==> src/rtl/icache_sa_ctrl.sv <==
// N-way set-associative instruction cache with a miss/refill FSM, round-robin replacement and flush.
// Optional hit/miss statistics counters are built when ICACHE_STATS_EN is defined.
module icache_sa_ctrl #(
  parameter int WAYS       = 2,
  parameter int SETS       = 16,
  parameter int LINE_WORDS = 4,
  parameter int ADDR_W     = 32
) (
  input  logic                     clk,
  input  logic                     reset,
  input  logic                     req,
  input  logic [ADDR_W-1:0]        addr,
  input  logic                     flush,
  output logic                     ready,
  output logic [31:0]              inst,
  output logic                     mem_req,
  output logic [ADDR_W-1:0]        mem_addr,
  input  logic                     mem_ready,
  input  logic [LINE_WORDS*32-1:0] mem_line
`ifdef ICACHE_STATS_EN
  ,
  output logic [31:0]              hit_cnt,
  output logic [31:0]              miss_cnt
`endif
);

  localparam int OFF_W = $clog2(LINE_WORDS);
  localparam int IDX_W = $clog2(SETS);
  localparam int TAG_W = ADDR_W - 2 - OFF_W - IDX_W;
  localparam int WAY_W = (WAYS > 1) ? $clog2(WAYS) : 1;

  typedef logic [LINE_WORDS-1:0][31:0] line_t;
  typedef enum logic [1:0] {IDLE, REFILL, FILL} state_t;

  state_t           state;
  logic             flush_pend;
  logic [WAYS-1:0]  valid    [SETS];
  logic [WAY_W-1:0] rr_ptr   [SETS];
  line_t            data_mem [WAYS][SETS];
  logic [TAG_W-1:0] tag_mem  [WAYS][SETS];

  line_t            fill_line;
  logic [IDX_W-1:0] fill_idx;
  logic [TAG_W-1:0] fill_tag;

  logic [OFF_W-1:0] lk_off;
  logic [IDX_W-1:0] lk_idx;
  logic [TAG_W-1:0] lk_tag;
  logic             hit_any;
  logic [WAY_W-1:0] hit_way;
  logic             lookup_hit;
  logic             miss_start;
  logic [WAY_W-1:0] victim;
  logic             victim_valid;
  logic [WAY_W-1:0] rr_next;
  logic             unused_addr_bits;

  assign lk_off           = addr[2 +: OFF_W];
  assign lk_idx           = addr[2+OFF_W +: IDX_W];
  assign lk_tag           = addr[ADDR_W-1 -: TAG_W];
  assign unused_addr_bits = ^addr[1:0];

  // Tag compare across all ways; at most one way can match.
  always_comb begin
    hit_any = 1'b0;
    hit_way = '0;
    for (int w = 0; w < WAYS; w++) begin
      if (valid[lk_idx][WAY_W'(w)] && (tag_mem[WAY_W'(w)][lk_idx] == lk_tag)) begin
        hit_any = 1'b1;
        hit_way = WAY_W'(w);
      end
    end
  end

  assign lookup_hit = (state == IDLE) && !reset && req && !flush && hit_any;
  assign miss_start = (state == IDLE) && req && !flush && !hit_any;
  assign ready      = lookup_hit;
  assign inst       = lookup_hit ? data_mem[hit_way][lk_idx][lk_off] : 32'd0;

  // Prefer the lowest invalid way; fall back to the set's round-robin pointer.
  always_comb begin
    victim       = rr_ptr[fill_idx];
    victim_valid = 1'b1;
    for (int w = WAYS - 1; w >= 0; w--) begin
      if (!valid[fill_idx][WAY_W'(w)]) begin
        victim       = WAY_W'(w);
        victim_valid = 1'b0;
      end
    end
    rr_next = (rr_ptr[fill_idx] == WAY_W'(WAYS - 1)) ? '0 : rr_ptr[fill_idx] + WAY_W'(1);
  end

  always_ff @(posedge clk) begin
    if (reset) begin
      state      <= IDLE;
      mem_req    <= 1'b0;
      mem_addr   <= '0;
      flush_pend <= 1'b0;
      for (int s = 0; s < SETS; s++) begin
        valid[s]  <= '0;
        rr_ptr[s] <= '0;
      end
    end else begin
      case (state)
        IDLE: begin
          if (flush) begin
            for (int s = 0; s < SETS; s++) valid[s] <= '0;
          end else if (miss_start) begin
            state    <= REFILL;
            mem_req  <= 1'b1;
            mem_addr <= {addr[ADDR_W-1:2+OFF_W], {(2+OFF_W){1'b0}}};
            fill_idx <= lk_idx;
            fill_tag <= lk_tag;
          end
        end
        REFILL: begin
          if (flush) flush_pend <= 1'b1;
          if (mem_ready) begin
            mem_req   <= 1'b0;
            fill_line <= mem_line;
            state     <= FILL;
          end
        end
        FILL: begin
          state <= IDLE;
          // A flush seen during the refill wins over the new line's valid bit.
          if (flush_pend || flush) begin
            for (int s = 0; s < SETS; s++) valid[s] <= '0;
            flush_pend <= 1'b0;
          end else begin
            valid[fill_idx][victim] <= 1'b1;
          end
          if (victim_valid) rr_ptr[fill_idx] <= rr_next;
        end
        default: state <= IDLE;
      endcase
    end
  end

  always_ff @(posedge clk) begin
    if (state == FILL) begin
      data_mem[victim][fill_idx] <= fill_line;
      tag_mem[victim][fill_idx]  <= fill_tag;
    end
  end

`ifdef ICACHE_STATS_EN
  always_ff @(posedge clk) begin
    if (reset) begin
      hit_cnt  <= '0;
      miss_cnt <= '0;
    end else begin
      if (lookup_hit) hit_cnt  <= hit_cnt + 32'd1;
      if (miss_start) miss_cnt <= miss_cnt + 32'd1;
    end
  end
`endif

endmodule

==> config.mk <==
export PLATFORM = sky130hd
export DESIGN_NAME = icache_sa_ctrl
export DESIGN_NICKNAME = d
export VERILOG_FILES = /design/src/rtl/icache_sa_ctrl.sv
export SDC_FILE = /design/constraint.sdc
export NUM_CORES = 2
export LEC_CHECK = 0
export ABC_AREA = 1
export CAP_MARGIN = 0
export CORE_AREA = 8 8 585 587
export DETAILED_ROUTE_END_ITERATION = 8
export DIE_AREA = 0 0 593 595
export GPL_TIMING_DRIVEN = 0
export PLACE_DENSITY = 0.47
export SLEW_MARGIN = 20
export SYNTH_ARGS = -nofsm -noshare
export SYNTH_HDL_FRONTEND = slang
export SYNTH_MEMORY_MAX_BITS = 65536
export SYNTH_SLANG_ARGS = --single-unit
==> constraint.sdc <==
create_clock -name clk -period 13.3 [get_ports clk]
set_input_delay 1.33 -clock clk [delete_from_list [all_inputs] [get_ports clk]]
set_output_delay 1.33 -clock clk [all_outputs]
set_load 0.01 [all_outputs]
==> flow_summary.ini <==
[logic_synthesis]
avgSynthCellArea_sq_um = 13.7
synth_top_family_by_area = compound AO/OA/AOI/OAI gates
ys_seq_area_frac = 0.766
synth_area_leader_cell = edfxtp_1
ys_ff_latch = 2636
yosysTopAreaCellShare = 0.756
synth-adder-area-share = 0
synthXorXnorAreaFrac = 0
synth.distinct_cells = 35
ys_warn_count = 0
synth_area_leaders = edfxtp_1 (76%), nand2_1 (5.9%), a21oi_1 (3.2%)
yosys-mux-area-fraction = 0
syn_inst = 7489
netlist_area_sq_um = 103000
synth_compound_area_frac = 0.112
synth_simple_gate_area_frac = 0.0942

[critical_path]
crit_chain = clkdlybuf4s50_1 > clkbuf_1 > buf_2 > buf_2 > clkbuf_1 > clkbuf_1 > a221oi_1 > o311ai_0 > nand3_1 > nand2_1 > nor2_1 > clkdlybuf4s50_1
cp.arrival_ns = 7.84
crit_path_end_kind = output pin
path_delay_family = buffers and inverters
crit_top_cell = clkbuf_1
slowest_stage = o311ai_0
worstSetupPathType = in -> out
crit_fanout = 10
crit_buf_inv = 7
startpoint_type = input pin
cpPeakStageDelay_ns = 1.10
cp.required_ns = 11.97

[global_routing]
grt_antenna_before_repair = 24
grt_pass1_wl_mm = 547
grt.met1_usage = 0.291
grt_busiest_layer = met2
grt_max_degree = 21
grt_use_total = 0.218
grt_pass1_vias = 67200
use_met2 = 0.347
met3_usage = 0.0392
overflow = 0

[clock_tree]
clk_pin_slew_ns = 0.06
ctsResizeCount = 0
cts_root_buf = clkbuf_16
tritoncts = done
postCtsHoldBufs = 0
clockBufferDepth = 4
clock-sinks = 2636
clock_latency_ns = 0.92
post_cts_buffers = 0
cts_buffers = 291
cts.htree.levels = 5

[placement]
place_inst = 12300
portBuffers = 223
hpwl_mm = 277
place.gp.congestion = 0.937

[floorplan]
initial_utilization = 0.309
dieArea_sq_um = 353000
rows = 212
core-area_sq_um = 332000
die-width_microns = 593
die_h_microns = 595
io_pins = 231

[sta]
clock.fmax_ghz = 0.109
finalCriticalPeriod_ns = 9.17
setup_viol = 0
skew_ns = 0.0935
hold_viol = 0
worst_slew_pin_slew_ns = 1.32
tns_ns = 0
drv_slew = 0
fin_crit_sh = 0.689
rsz0062_at_grt = false
max_slew_margin = 0.110

[finish]
drive_above_1_share = 0.100
layout_common_cells = edfxtp_1 (2588), nand2_1 (1620), a21oi_1 (655)
fin_nets = 8361
area_growth_pct = 20.4
final_common_cell = edfxtp_1
stdcell_count = 12800
fillers = 31400

[route]
wl_mm = 400
ant_nets = 0
detail_route.wl_per_cell_microns = 31.2
via_per_inst = 5.45
dr.pass1.iters = 6
vias = 69900
dr.first_iter.drc_count = 8789
drcViolationCount = 0

[hold_path]
hold_path.class = reg -> reg

[flow_run]
cap_violations = 0

[power_and_ir_drop]
power_w = 0.0181
powerDensity_nw_per_um2 = 146
power_leakage_nw = 40.6
ir_drop_mv = 0.0926

[run_status]
status = finished clean
[cells by family (layout without fill, tap and decap cells)]
family / Yosys count / after routing
flops: 2636 / 2636
compound gates: 1750 / 1750
buf+inv: 659 / 1581
other cells: 1 / 11
simple gates: 2443 / 2443
[cell type report]
type / instances / area [sq um] / share of cell area
sequential: 2636 / 78700 / 0.636
multi-input combinational: 4197 / 21300 / 0.173
clock buffer: 349 / 7750 / 0.0627
timing repair buffer: 411 / 6160 / 0.0498
tap: 4387 / 5490 / 0.0444
buffer: 547 / 2480 / 0.0201
clock inverter: 162 / 1320 / 0.0107
inverter: 112 / 420 / 0.00340
antenna: 7 / 17.5 / 0.000142
[final timing paths]
path | start | end | slack (ns) | depth (start not counted)
worst min register to register | mem_req$_SDFFE_PP0P_ | mem_req$_SDFFE_PP0P_ | 0.47 | 2
worst max-delay path | addr[6] | inst[12] | 4.13 | 12
worst min-delay path | mem_req$_SDFFE_PP0P_ | mem_req$_SDFFE_PP0P_ | 0.47 | 2
worst max register to register | state[1]$_SDFFE_PP0P_ | data_mem[0][1184]$_DFFE_PP_ | 9.33 | 10
[stage by stage]
stage          setup slack (ns)   util  hold WS [ns]  area (sq um)
6_report                   4.13  0.372         0.465        124000
5_1_grt                    4.38  0.372         0.489        124000
4_1_cts                    4.48  0.372         0.470        124000
3_5_place_dp               4.51  0.345         0.453        115000
3_3_place_gp              -7.17  0.332         0.452        110000
2_1_floorplan              2.36      -         0.435        103000
[state kept, by name, indices dropped and copies added, names as in the netlist, 2 cells and up]
name       count
data_mem    2048
fill_idx       4
fill_line    128
fill_tag      24
mem_addr      28
state          2
tag_mem      384
valid         16
[cell usage after synthesis (all sizes together)]
cell and count:
or2 1, edfxtp 2588, nor4 1, a221o 64, a311o 16, a21oi 655
a221oi 193, nor3 4, nand4 2, nor3b 1, nand2 1621, nand3 363
o311ai 64, o211ai 125, inv 109, a32o 112, o22ai 16, nor2 444
nand3b 6, conb 1, o21ai 376, buf 254, a31oi 1, dfxtp 48
clkbuf 293, clkinv 3, o221ai 128
[per-layer routing]
layer / part of all wire / wire length, microns / vias to the layer above
li1: - / - / 29700
met2: 0.46 / 183000 / 3678
met1: 0.40 / 162000 / 35700
met3: 0.087 / 34800 / 760
met4: 0.052 / 20600 / 4
met5: 0.000070 / 28 / -
[tightest hold or removal path, stage by stage (launching register included)]
cell     delay (ns)
dfxtp_1        0.31
inv_1          0.05
a21oi_1        0.05
[where the power goes]
group | internal [W] | total (W) | switching (W)
Combinational | 0.000296 | 0.00113 | 0.000833
Sequential | 0.00905 | 0.00909 | 0.0000394
Clock | 0.00450 | 0.00786 | 0.00336
Total | 0.0138 | 0.0181 | 0.00423
Power figures use the tool's default switching activity.
